### src/rtl/mm_pkg.sv
// mm_pkg: shared types, constants and helpers for the Mastermind board renderer.
//   CODE_W          width of one peg colour code
//   reveal_state_t  secret-row reveal animation states
//   palette()       3-bit peg code -> 12-bit RGB
//   fbw()           width of one feedback count (exact or partial) for a given COLS
package mm_pkg;

    localparam int CODE_W = 3;

    typedef enum logic [1:0] {HIDDEN, REVEALING, SHOWN} reveal_state_t;

    function automatic logic [11:0] palette(input logic [CODE_W-1:0] code);
        case (code)
            3'd0:    palette = 12'h888;
            3'd1:    palette = 12'h00F;
            3'd2:    palette = 12'h0F0;
            3'd3:    palette = 12'h0FF;
            3'd4:    palette = 12'hF00;
            3'd5:    palette = 12'hFF0;
            3'd6:    palette = 12'hF0F;
            default: palette = 12'hFFF;
        endcase
    endfunction

    function automatic int fbw(input int cols);
        return $clog2(cols + 1);
    endfunction

endpackage

### src/rtl/mm_anim_ctrl.sv
// mm_anim_ctrl: frame tick, cursor blink and secret-row reveal animation.
//   clk, reset            pixel clock, async active-high reset
//   h_count, v_count      raster position (frame tick at 0,0)
//   guess_num, cursor_col cursor position; any change restarts the blink visible
//   reveal_start          pulse: start revealing the secret (HIDDEN only)
//   new_game              pulse: hide the secret again (wins over reveal_start)
//   blink_phase           1 = cursor currently hidden
//   reveal_idx            number of secret pegs currently revealed
module mm_anim_ctrl
    import mm_pkg::*;
#(
    parameter int COLS          = 4,
    parameter int BLINK_FRAMES  = 30,
    parameter int REVEAL_FRAMES = 20,
    localparam int IW = fbw(COLS),
    localparam int BW = $clog2(BLINK_FRAMES + 1),
    localparam int RW = $clog2(REVEAL_FRAMES + 1)
) (
    input  logic          clk,
    input  logic          reset,
    input  logic [9:0]    h_count,
    input  logic [9:0]    v_count,
    input  logic [3:0]    guess_num,
    input  logic [2:0]    cursor_col,
    input  logic          reveal_start,
    input  logic          new_game,
    output logic          blink_phase,
    output logic [IW-1:0] reveal_idx
);

    logic          origin_q, origin_d, tick_q, tick_d, blink_q, blink_d, moved;
    logic [3:0]    gn_q;
    logic [2:0]    cc_q;
    logic [BW-1:0] bcnt_q, bcnt_d;
    logic [RW-1:0] tmr_q, tmr_d;
    logic [IW-1:0] idx_q, idx_d;
    reveal_state_t st_q, st_d;

    always_comb begin
        origin_d = h_count == 10'd0 && v_count == 10'd0;
        // rising edge of the origin flag so a held 0,0 still ticks once per frame
        tick_d = origin_d && !origin_q;
        moved = guess_num != gn_q || cursor_col != cc_q;
        bcnt_d = moved ? '0 : !tick_q ? bcnt_q : bcnt_q == BW'(BLINK_FRAMES - 1) ? '0 : bcnt_q + 1'b1;
        blink_d = moved ? 1'b0 : (tick_q && bcnt_q == BW'(BLINK_FRAMES - 1)) ? !blink_q : blink_q;
        st_d = st_q;
        tmr_d = tmr_q;
        idx_d = idx_q;
        if (new_game) begin
            st_d = HIDDEN;
            tmr_d = '0;
            idx_d = '0;
        end else if (st_q == HIDDEN && reveal_start) begin
            st_d = REVEALING;
            tmr_d = '0;
            idx_d = '0;
        end else if (st_q == REVEALING && tick_q) begin
            tmr_d = tmr_q == RW'(REVEAL_FRAMES - 1) ? '0 : tmr_q + 1'b1;
            idx_d = tmr_q == RW'(REVEAL_FRAMES - 1) ? idx_q + 1'b1 : idx_q;
            st_d = (tmr_q == RW'(REVEAL_FRAMES - 1) && idx_q == IW'(COLS - 1)) ? SHOWN : REVEALING;
        end
    end

    always_ff @(posedge clk or posedge reset) begin
        if (reset) begin
            origin_q <= 1'b0;
            tick_q   <= 1'b0;
            blink_q  <= 1'b0;
            gn_q     <= '0;
            cc_q     <= '0;
            bcnt_q   <= '0;
            tmr_q    <= '0;
            idx_q    <= '0;
            st_q     <= HIDDEN;
        end else begin
            origin_q <= origin_d;
            tick_q   <= tick_d;
            blink_q  <= blink_d;
            gn_q     <= guess_num;
            cc_q     <= cursor_col;
            bcnt_q   <= bcnt_d;
            tmr_q    <= tmr_d;
            idx_q    <= idx_d;
            st_q     <= st_d;
        end
    end

    assign blink_phase = blink_q;
    assign reveal_idx  = idx_q;

endmodule

### src/rtl/mastermind_board_renderer.sv
// mastermind_board_renderer: 3-stage pipelined pixel renderer for the Mastermind board.
//   clk, reset                 pixel clock, async active-high reset
//   bright, hCount, vCount     raster inputs from the display controller
//   matrix_flat, secret_flat   peg codes of the guess grid and secret row
//   feedback_flat              per-row exact/partial counts (used with MM_FEEDBACK_EN)
//   guess_num, cursor_col      active row and selected column
//   q_Input                    game is accepting input (row highlight and cursor)
//   reveal_start, new_game     secret reveal animation control
//   vgaR/G/B, pix_valid        colour and bright, 3 clocks after the raster inputs
// Optional feature: define MM_FEEDBACK_EN to draw the feedback column.
module mastermind_board_renderer
    import mm_pkg::*;
#(
    parameter int COLS          = 4,
    parameter int ROWS          = 6,
    parameter int SLOT          = 48,
    parameter int MARGIN        = 16,
    parameter int RADIUS        = 16,
    parameter int X0            = 300,
    parameter int Y0            = 50,
    parameter int BLINK_FRAMES  = 30,
    parameter int REVEAL_FRAMES = 20
) (
    input  logic                                  clk,
    input  logic                                  reset,
    input  logic                                  bright,
    input  logic [9:0]                            hCount,
    input  logic [9:0]                            vCount,
    input  logic [ROWS*COLS*3-1:0]                matrix_flat,
    input  logic [ROWS*2*$clog2(COLS+1)-1:0]      feedback_flat,
    input  logic [COLS*3-1:0]                     secret_flat,
    input  logic [3:0]                            guess_num,
    input  logic [2:0]                            cursor_col,
    input  logic                                  q_Input,
    input  logic                                  reveal_start,
    input  logic                                  new_game,
    output logic [3:0]                            vgaR,
    output logic [3:0]                            vgaG,
    output logic [3:0]                            vgaB,
    output logic                                  pix_valid
);

    localparam int P    = SLOT + MARGIN;
    localparam int FBW  = fbw(COLS);
    localparam int FB_W = COLS * 12;

    logic                blink_phase, colhit, rowhit, disc, border, slot, hl, cur;
    logic [FBW-1:0]      reveal_idx, ex_q, ex_d, pa_q, pa_d;
    logic                b1_q, b2_q, pv_q, hit_q, hit_d;
    logic [3:0]          row_q, row_d, col_q, col_d;
    logic signed [11:0]  dx_q, dx_d, dy_q, dy_d, cdx, cdy;
    logic signed [21:0]  dsq;
    logic [CODE_W-1:0]   code_q, code_d;
    logic [11:0]         rgb2_q, rgb2_d, rgb3_q, rgb3_d, peg, fb_rgb;
    int                  xs, ys;

    mm_anim_ctrl #(
        .COLS(COLS), .BLINK_FRAMES(BLINK_FRAMES), .REVEAL_FRAMES(REVEAL_FRAMES)
    ) u_anim (
        .clk(clk), .reset(reset), .h_count(hCount), .v_count(vCount),
        .guess_num(guess_num), .cursor_col(cursor_col),
        .reveal_start(reveal_start), .new_game(new_game),
        .blink_phase(blink_phase), .reveal_idx(reveal_idx)
    );

    // S1: locate the slot by comparing against every boundary, sample its code
    always_comb begin
        colhit = 1'b0;
        col_d = '0;
        xs = X0;
        rowhit = 1'b0;
        row_d = '0;
        ys = Y0;
        // column COLS is the feedback column, wide enough for COLS squares
        for (int c = 0; c <= COLS; c++)
            if (int'(hCount) >= X0 + c*P && int'(hCount) < X0 + c*P + (c < COLS ? SLOT : FB_W)) begin
                colhit = 1'b1;
                col_d = 4'(c);
                xs = X0 + c*P;
            end
        // row ROWS is the secret row
        for (int r = 0; r <= ROWS; r++)
            if (int'(vCount) >= Y0 + r*P && int'(vCount) < Y0 + r*P + SLOT) begin
                rowhit = 1'b1;
                row_d = 4'(r);
                ys = Y0 + r*P;
            end
        hit_d = colhit && rowhit && !(col_d == 4'(COLS) && row_d == 4'(ROWS));
        dx_d = 12'(int'(hCount) - xs);
        dy_d = 12'(int'(vCount) - ys);
        code_d = '0;
        ex_d = '0;
        pa_d = '0;
        for (int r = 0; r < ROWS; r++)
            for (int c = 0; c < COLS; c++)
                if (row_d == 4'(r) && col_d == 4'(c))
                    code_d = matrix_flat[(r*COLS + c)*CODE_W +: CODE_W];
        for (int c = 0; c < COLS; c++)
            if (row_d == 4'(ROWS) && col_d == 4'(c))
                code_d = secret_flat[c*CODE_W +: CODE_W];
`ifdef MM_FEEDBACK_EN
        for (int r = 0; r < ROWS; r++)
            if (row_d == 4'(r)) begin
                ex_d = feedback_flat[r*2*FBW +: FBW];
                pa_d = feedback_flat[r*2*FBW + FBW +: FBW];
            end
`endif
    end

    // S2: disc test, border flags and colour choice; S3 input: blank outside active video
    always_comb begin
        cdx = dx_q - 12'(SLOT/2);
        cdy = dy_q - 12'(SLOT/2);
        dsq = 22'(cdx)*22'(cdx) + 22'(cdy)*22'(cdy);
        disc = dsq <= 22'(RADIUS*RADIUS);
        border = dx_q < 12'(2) || dx_q >= 12'(SLOT-2) || dy_q < 12'(2) || dy_q >= 12'(SLOT-2);
        slot = hit_q && col_q < 4'(COLS);
        hl = q_Input && guess_num < 4'(ROWS) && row_q == guess_num;
        cur = hl && col_q == {1'b0, cursor_col};
        peg = (row_q == 4'(ROWS) && col_q >= 4'(reveal_idx)) ? 12'h222 : palette(code_q);
        fb_rgb = '0;
`ifdef MM_FEEDBACK_EN
        // first `exact` squares red, next `partial` white; k < COLS bounds the sum
        for (int k = 0; k < COLS; k++)
            if (hit_q && col_q == 4'(COLS) && dy_q >= 12'((SLOT-8)/2) && dy_q < 12'((SLOT+8)/2) &&
                dx_q >= 12'(k*12) && dx_q < 12'(k*12 + 8))
                fb_rgb = k < int'(ex_q) ? 12'hF00 : k < int'(ex_q) + int'(pa_q) ? 12'hFFF : 12'h444;
`endif
        // a hidden-phase cursor slot draws no border at all
        rgb2_d = !slot ? fb_rgb : disc ? peg : !(border && hl) ? 12'h000 :
                 !cur ? 12'hFFF : blink_phase ? 12'h000 : 12'hFF0;
        rgb3_d = b2_q ? rgb2_q : 12'h000;
    end

`ifndef MM_FEEDBACK_EN
    logic unused_fb;
    assign unused_fb = ^{feedback_flat, ex_q, pa_q};
`endif

    always_ff @(posedge clk or posedge reset) begin
        if (reset) begin
            b1_q   <= 1'b0;
            b2_q   <= 1'b0;
            pv_q   <= 1'b0;
            hit_q  <= 1'b0;
            row_q  <= '0;
            col_q  <= '0;
            dx_q   <= '0;
            dy_q   <= '0;
            code_q <= '0;
            ex_q   <= '0;
            pa_q   <= '0;
            rgb2_q <= '0;
            rgb3_q <= '0;
        end else begin
            b1_q   <= bright;
            b2_q   <= b1_q;
            pv_q   <= b2_q;
            hit_q  <= hit_d;
            row_q  <= row_d;
            col_q  <= col_d;
            dx_q   <= dx_d;
            dy_q   <= dy_d;
            code_q <= code_d;
            ex_q   <= ex_d;
            pa_q   <= pa_d;
            rgb2_q <= rgb2_d;
            rgb3_q <= rgb3_d;
        end
    end

    assign vgaR      = rgb3_q[11:8];
    assign vgaG      = rgb3_q[7:4];
    assign vgaB      = rgb3_q[3:0];
    assign pix_valid = pv_q;

endmodule

### config.mk
export PLATFORM = sky130hd
export DESIGN_NAME = mastermind_board_renderer
export DESIGN_NICKNAME = d
export VERILOG_FILES = /design/src/rtl/mm_pkg.sv /design/src/rtl/mm_anim_ctrl.sv /design/src/rtl/mastermind_board_renderer.sv
export SDC_FILE = /design/constraint.sdc
export NUM_CORES = 1
export LEC_CHECK = 0
export CORE_MARGIN = 2
export CORE_UTILIZATION = 59
export DETAILED_ROUTE_END_ITERATION = 7
export MAX_ROUTING_LAYER = met4
export PLACE_DENSITY = 0.93
export SETUP_SLACK_MARGIN = 0.3
export SYNTH_ARGS = -nofsm -noshare
export SYNTH_HDL_FRONTEND = slang
export SYNTH_SLANG_ARGS = --single-unit
### constraint.sdc
create_clock -name clk -period 10.3 [get_ports clk]
set_input_delay 1.545 -clock clk [delete_from_list [all_inputs] [get_ports clk]]
set_output_delay 1.545 -clock clk [all_outputs]
set_load 0.02 [all_outputs]
* Word level (Yosys, flattened, before mapping)
Cells that the tools add are included.
** Storage, ports and cells
- Bits in registers :: 88
- Output and inout port bits :: 13
- Word-level logic and storage cells :: 245
** Operators by class
- $add $sub $neg :: 8
- Multiply operators :: 2
- $lt $le $gt $ge :: 32
- Eq/ne operators :: 25
- Multiplexer cells :: 85
- Reductions and logical operators :: 73
** Operators with widths (number)
- two-way mux 12 bit :: 15
- two-way mux 3 bit :: 32
- case mux 12 bit (7 select lines) :: 1
- >= comparator 10 x 9 -> 1 bit (second input constant) :: 7
- < comparator 10 x 9 -> 1 bit (second input constant) :: 7
- logical AND 1 bit :: 55
- multiplier 12 x 12 -> 22 bit :: 2
- two-way mux 5 bit :: 7
- two-way mux 4 bit :: 8
- >= comparator 12 x 7 -> 1 bit (second input constant) :: 2
- < comparator 12 x 3 -> 1 bit (second input constant) :: 2
- subtractor 11 x 12 -> 12 bit :: 2
- subtractor 12 x 6 -> 12 bit (second input constant) :: 2
- adder 22 bit :: 1
- less-or-equal comparator 22 x 10 -> 1 bit (second input constant) :: 1
- equality test 4 x 3 -> 1 bit (second input constant) :: 5
- >= comparator 10 x 8 -> 1 bit (second input constant) :: 2
- logical NOT 10 bit :: 2
- < comparator 10 bit (second input constant) :: 2
- < comparator 10 x 8 -> 1 bit (second input constant) :: 2
- equality test 4 x 2 -> 1 bit (second input constant) :: 4
- two-way mux 1 bit :: 16
- two-way mux 7 bit :: 2
- adder 5 x 1 -> 5 bit (second input constant) :: 2
- 26 further kinds :: 44

* Longest topological paths before layout
- Depth after elaboration :: 38
- Mapped depth :: 31

* By module
From an unflattened synthesis, not the netlist that was laid out.
** Second synthesis, totals
- Cell total of the unflattened synthesis :: 1549
- Area, all modules :: 14445.1 um^2
** By module, submodules not included
- mastermind_board_renderer :: instances 1, cells each 1430, area an instance 13190.2 um^2, sequential area each 1376.3 um^2
- mm_anim_ctrl :: instances 1, cells each 119, area an instance 1255.0 um^2, sequential area each 625.6 um^2

* Worst setup path before layout
No wires, ideal clock.
- Path type :: register -> register
- Start :: register dy_q[3]
- End :: register rgb2_q[5]
- Setup time :: 0.126 ns
- Arrival :: 7.896 ns
- Data required time :: 10.174 ns
- Setup slack :: 2.278 ns
- Cell stages (with the launch flop) :: 26
- Buffers on the path :: 2
- Period minus slack after synthesis :: 8.022 ns
- Path through :: dfrtp_1 -> ha_1 -> nor3_2 -> nand2_1 -> xnor2_1 -> clkbuf_1 -> nand2_1 -> fa_1 -> inv_1 -> fa_1 -> fa_1 -> fa_1 -> fa_1 -> fa_1 -> fa_1 -> ha_1 -> buf_2 -> o21ai_2 -> and3_1 -> a2111oi_0 -> o311a_1 -> nand3_1 -> nor4_1 -> a31oi_1 -> o21a_4 -> o311a_1
** Between the ends
- Cells in the longest elaborated chain, start to end :: 7
- Elaborated cells on any way between the ends :: 12
- Those cells by class :: add/sub: 2; mul: 1; order compare: 3; mux: 3; reduce/logical: 3
** Ends and longest elaborated chain
- start: declaration :: RTL line mastermind_board_renderer.sv:51 : logic signed [11:0] dx_q, dx_d, dy_q, dy_d, cdx, cdy;
- start signal: assignment :: RTL line mastermind_board_renderer.sv:163 : dy_q <= dy_d;
- branches (longest 5 deep; another with multiplier 12 x 12 -> 22 bit)
- two-way mux 12 bit * (2 in a row) :: RTL line mastermind_board_renderer.sv:130 : rgb2_d = !slot ? fb_rgb : disc ? peg : !(border && hl) ? 12'h000 :
- named net rgb2_d[5] :: RTL line mastermind_board_renderer.sv:54 : logic [11:0] rgb2_q, rgb2_d, rgb3_q, rgb3_d, peg, fb_rgb;
- end signal: assignment :: RTL line mastermind_board_renderer.sv:167 : rgb2_q <= rgb2_d;
- end: declaration :: RTL line mastermind_board_renderer.sv:54
Mark *: on every way through the listed nets, which the timed path passes.
A chain may end at the register's enable or synchronous reset.

* Worst setup path after layout
- Start :: register dy_q[4]
- End :: register rgb2_q[5]
Same word-level chain as after synthesis.

==> impl_metrics.prom <==
# TYPE chip_impl_metric gauge
chip_impl_metric{name="hold_ws",unit="ns"} 0.3563
chip_impl_metric{name="place.gp.congestion",unit=""} 0.9768
chip_impl_metric{name="clock_skew",unit="ns"} 0.006930
chip_impl_metric{name="critPathRequiredTime",unit="ns"} 10.53
chip_impl_metric{name="grt_max_degree",unit=""} 81
chip_impl_metric{name="htree_levels",unit=""} 3
chip_impl_info{name="critical_path.endpoint_type",value="flop"} 1
chip_impl_metric{name="detailedPlacementHpwl",unit="um"} 30270
chip_impl_metric{name="drc_violation_count_after_routing",unit=""} 0
chip_impl_metric{name="starting_density_of_the_core",unit=""} 0.6024
chip_impl_metric{name="length_of_the_first_detailed_routing_pass_in_iterations",unit=""} 5
chip_impl_metric{name="io_pins",unit=""} 166
chip_impl_metric{name="timing.critical_path.fanout_max",unit=""} 10
chip_impl_info{name="cp-endpoint",value="rgb2_q[5]"} 1
chip_impl_info{name="clockRootBuffer",value="sky130_fd_sc_hd__clkbuf_16"} 1
chip_impl_metric{name="synthArstFlopShare",unit=""} 1.000
chip_impl_metric{name="yosysTopAreaCellShare",unit=""} 0.3670
chip_impl_metric{name="totalWireLength",unit="um"} 37080
chip_impl_metric{name="cts_hold_buffers",unit=""} 0
chip_impl_metric{name="timing.max_cap.violations",unit=""} 0
chip_impl_metric{name="buffer_ports.inserted",unit=""} 129
chip_impl_info{name="crit-reg2reg-launch",value="dy_q[4]"} 1
chip_impl_metric{name="coreArea",unit="um2"} 23540
chip_impl_metric{name="netlist-cell-type-count",unit=""} 71
chip_impl_metric{name="post_synth_net_total",unit=""} 2058
chip_impl_metric{name="timing_max_transition_violations_final",unit=""} 0
chip_impl_metric{name="first_pass_grt_wire_length",unit="um"} 61820
chip_impl_metric{name="avgRoutedWirePerCell",unit="um"} 18.76
chip_impl_info{name="synth_top_area_cell",value="sky130_fd_sc_hd__fa_1"} 1
chip_impl_info{name="hold_start",value="b1_q"} 1
chip_impl_metric{name="dpl-instance-area",unit="um2"} 15820
chip_impl_info{name="tritoncts",value="built"} 1
chip_impl_metric{name="grt_antenna_before_repair",unit=""} 0
chip_impl_metric{name="detail_route.vias_per_cell",unit=""} 5.865
chip_impl_metric{name="final_design_area_no_fill",unit="um2"} 16150
chip_impl_metric{name="setup_violations",unit=""} 0
chip_impl_metric{name="cts.sinks",unit=""} 80
chip_impl_metric{name="die-width",unit="um"} 159.0
chip_impl_metric{name="die_y",unit="um"} 159.0
chip_impl_metric{name="synth_seq_cells",unit=""} 80
chip_impl_metric{name="yosys_warnings",unit=""} 0
chip_impl_metric{name="grt_use_total",unit=""} 0.3137
chip_impl_metric{name="vias",unit=""} 11595
chip_impl_metric{name="timing.fmax",unit="MHz"} 106.5
chip_impl_metric{name="worstSkewPairLatency",unit="ns"} 0.34
chip_impl_metric{name="synth.yosys.seq_area_share",unit=""} 0.1412
chip_impl_metric{name="slew_headroom",unit=""} 0.3510
chip_impl_metric{name="synthesis.area_per_instance",unit="um2"} 9.197
chip_impl_metric{name="drt-initial-drc-count",unit=""} 926
chip_impl_metric{name="postSynthCellCount",unit=""} 1542
chip_impl_metric{name="layout-drive-gt1-share",unit=""} 0.03197
chip_impl_metric{name="rr_worst_depth",unit=""} 25
chip_impl_info{name="status",value="finished clean"} 1
chip_impl_metric{name="finish.net_count",unit=""} 2169
chip_impl_metric{name="die_ar",unit="um2"} 25290
chip_impl_metric{name="synthesis.area",unit="um2"} 14180
chip_impl_metric{name="cts_setup_buffers",unit=""} 0
chip_impl_metric{name="worst_setup_hold_path_clk_slew",unit="ns"} 0.07
chip_impl_metric{name="row_count",unit=""} 56
chip_impl_metric{name="layout-area-overhead-vs-synth",unit="%"} 13.90
chip_impl_info{name="critical_path.startpoint",value="dy_q[4]"} 1
chip_impl_metric{name="worst-endpoint-arrival",unit="ns"} 9.62
chip_impl_metric{name="cts_repair_resize_count",unit=""} 0
chip_impl_metric{name="final.setup.tns",unit="ns"} 0
chip_impl_info{name="path_class",value="reg -> reg"} 1
chip_impl_metric{name="tritoncts.num_buffers",unit=""} 9
chip_impl_info{name="r2r_end",value="rgb2_q[5]"} 1
chip_impl_metric{name="share_of_the_clock_period_used_by_the_worst_path",unit=""} 0.9117
chip_impl_metric{name="grt-ovfl-total",unit=""} 0
chip_impl_metric{name="n_antenna_cell",unit=""} 0
chip_impl_info{name="startpoint_type",value="flop"} 1
chip_impl_metric{name="cts_max_path_buffers",unit=""} 2
chip_impl_metric{name="number_of_global_route_vias_before_repair",unit=""} 12894
chip_impl_metric{name="finalHoldViolCount",unit=""} 0
chip_impl_metric{name="drt.antenna.violating_nets",unit=""} 0
chip_impl_info{name="worstHoldPathType",value="reg -> reg"} 1
chip_impl_metric{name="synth-edff-count",unit=""} 0
chip_impl_info{name="rsz_0062_raised_after_global_routing",value="false"} 1
chip_impl_metric{name="tightestPinTransition",unit="ns"} 0.9736
chip_impl_info{name="synth_flop_cell",value="sky130_fd_sc_hd__dfrtp_1"} 1
chip_impl_info{name="synthTopCellsByArea",value="sky130_fd_sc_hd__fa_1 (37%), sky130_fd_sc_hd__dfrtp_1 (14%), sky130_fd_sc_hd__inv_1 (9.4%)"} 1
chip_impl_metric{name="post-route-min-period",unit="ns"} 9.391
chip_impl_metric{name="r2r_setup_slack",unit="ns"} 0.91
==> cell usage in the layout (no fill, tap or decap), drive strengths merged, types with 5 or more instances in the layout <==
| cell | synthesis | routed |
|---|---|---|
| nor4 | 10 | 10 |
| o21ai | 42 | 42 |
| a21o | 12 | 12 |
| mux2i | 8 | 8 |
| clkbuf | 39 | 9 |
| o21a | 8 | 8 |
| xor2 | 25 | 25 |
| nor3 | 28 | 28 |
| buf | 8 | 18 |
| o211ai | 9 | 9 |
| a32oi | 5 | 5 |
| a22oi | 8 | 8 |
| dfrtp | 80 | 80 |
| a211oi | 9 | 9 |
| nand2 | 106 | 106 |
| nand2b | 19 | 19 |
| clkdlybuf4s50 | 0 | 129 |
| a31oi | 9 | 9 |
| or2 | 7 | 7 |
| and3 | 5 | 5 |
| fa | 260 | 260 |
| nand3 | 17 | 17 |
| a21oi | 58 | 58 |
| o31ai | 5 | 5 |
| and2 | 39 | 39 |
| ha | 103 | 103 |
| xnor2 | 43 | 43 |
| inv | 357 | 361 |
| o22ai | 10 | 10 |
| nor2b | 29 | 29 |
| a222oi | 5 | 5 |
| nor2 | 99 | 99 |
| o221ai | 10 | 10 |
==> per-layer routing <==
layer | wire length (um) | track usage | part of all wire | up-vias
li1 | - | - | - | 5071
met1 | 13120 | 0.3496 | 0.35 | 5764
met2 | 19210 | 0.5516 | 0.52 | 583
met3 | 2380 | 0.03803 | 0.064 | 177
met4 | 2377 | 0.1690 | 0.064 | 0
met5 | 0 | - | 0 | -
==> flip-flops by register name, summed over array words and instances, names as in the netlist, 2 cells and up <==
register           count
dx_q                  12
dy_q                  12
rgb2_q                 9
rgb3_q                 9
u_anim.bcnt_q          5
u_anim.tmr_q           5
u_anim.gn_q            4
code_q                 3
col_q                  3
row_q                  3
u_anim.cc_q            3
u_anim.reveal_idx      3
u_anim.st_q            2
==> per-stage QoR <==
stage,std cells,worst slack (ns),utilization
after floorplan,1542,2.278,-
after global placement,1961,1.341,0.6720
after detailed placement,1961,1.143,0.6720
after CTS,1977,0.9783,0.6861
after global routing,1977,0.5416,0.6861
final,1977,0.9092,0.6861
==> cells in the mapped netlist (8+ instances only) <==
cell and count:
sky130_fd_sc_hd__a21o_1 12, sky130_fd_sc_hd__nor4_1 10, sky130_fd_sc_hd__o22ai_1 10, sky130_fd_sc_hd__a31oi_1 9, sky130_fd_sc_hd__nor3_1 27, sky130_fd_sc_hd__fa_1 260, sky130_fd_sc_hd__a21oi_1 58, sky130_fd_sc_hd__o21ai_0 39
sky130_fd_sc_hd__ha_1 103, sky130_fd_sc_hd__inv_1 356, sky130_fd_sc_hd__dfrtp_1 80, sky130_fd_sc_hd__xor2_1 25, sky130_fd_sc_hd__nor2_1 99, sky130_fd_sc_hd__xnor2_1 43, sky130_fd_sc_hd__a22oi_1 8, sky130_fd_sc_hd__o211ai_1 9
sky130_fd_sc_hd__nand3_1 17, sky130_fd_sc_hd__nand2b_1 19, sky130_fd_sc_hd__o221ai_1 10, sky130_fd_sc_hd__and2_1 39, sky130_fd_sc_hd__nor2b_1 29, sky130_fd_sc_hd__mux2i_1 8, sky130_fd_sc_hd__a211oi_1 9, sky130_fd_sc_hd__clkbuf_1 38
sky130_fd_sc_hd__nand2_1 106
==> worst min path at each step <==
stage                      end  depth (start not counted)
after floorplan           b2_q                          0
after global routing      b2_q                          0
after CTS                 b2_q                          0
after detailed placement  b2_q                          0
final                     b2_q                          0
after global placement    b2_q                          0
==> kinds of logic (layout without fill, tap and decap cells) <==
kind of cell,after synthesis,in the layout,synth area share
buffers and inverters,405,521,0.1085
XOR/XNOR,69,69,0.04359
multiplexers,8,8,0.005647
AND/OR/NAND/NOR,387,387,0.1339
adder cells (fa/ha/maj),363,363,0.4579
AO/OA/AOI/OAI,230,230,0.1092
flip-flops,80,80,0.1412
==> final cells by class <==
class                   count  area, um2
well taps                 319      399.1
multi-input cells        1057      10650
inverters                 358       1345
clock buffers               9      225.2
fillers                  1718       7391
clock inverters             7      106.4
repair buffers            147       1426
flip-flops and latches     80       2002
==> critical path, stage by stage (launching register included) <==
cell                        delay (ns)
sky130_fd_sc_hd__dfrtp_1          0.51
sky130_fd_sc_hd__ha_1             0.29
sky130_fd_sc_hd__nor3_2           0.30
sky130_fd_sc_hd__nand2_1          0.12
sky130_fd_sc_hd__xnor2_1          0.70
sky130_fd_sc_hd__inv_2            0.28
sky130_fd_sc_hd__nor2_1           0.33
sky130_fd_sc_hd__fa_1             0.58
sky130_fd_sc_hd__fa_1             0.60
sky130_fd_sc_hd__fa_1             0.53
sky130_fd_sc_hd__fa_1             0.53
sky130_fd_sc_hd__fa_1             0.58
sky130_fd_sc_hd__inv_1            0.07
sky130_fd_sc_hd__fa_1             0.50
sky130_fd_sc_hd__fa_1             0.63
sky130_fd_sc_hd__inv_1            0.07
sky130_fd_sc_hd__ha_1             0.37
sky130_fd_sc_hd__or3b_2           0.24
sky130_fd_sc_hd__o221ai_1         0.11
sky130_fd_sc_hd__a2111oi_0        0.38
sky130_fd_sc_hd__o311a_1          0.24
sky130_fd_sc_hd__nand3_1          0.07
sky130_fd_sc_hd__nor4_1           0.39
sky130_fd_sc_hd__a31oi_1          0.24
sky130_fd_sc_hd__o21a_4           0.28
sky130_fd_sc_hd__o311a_1          0.35
Power is left out: the tool's default activity adds up to more than one toggle a clock period on the data nets, which glitch-free logic cannot reach.
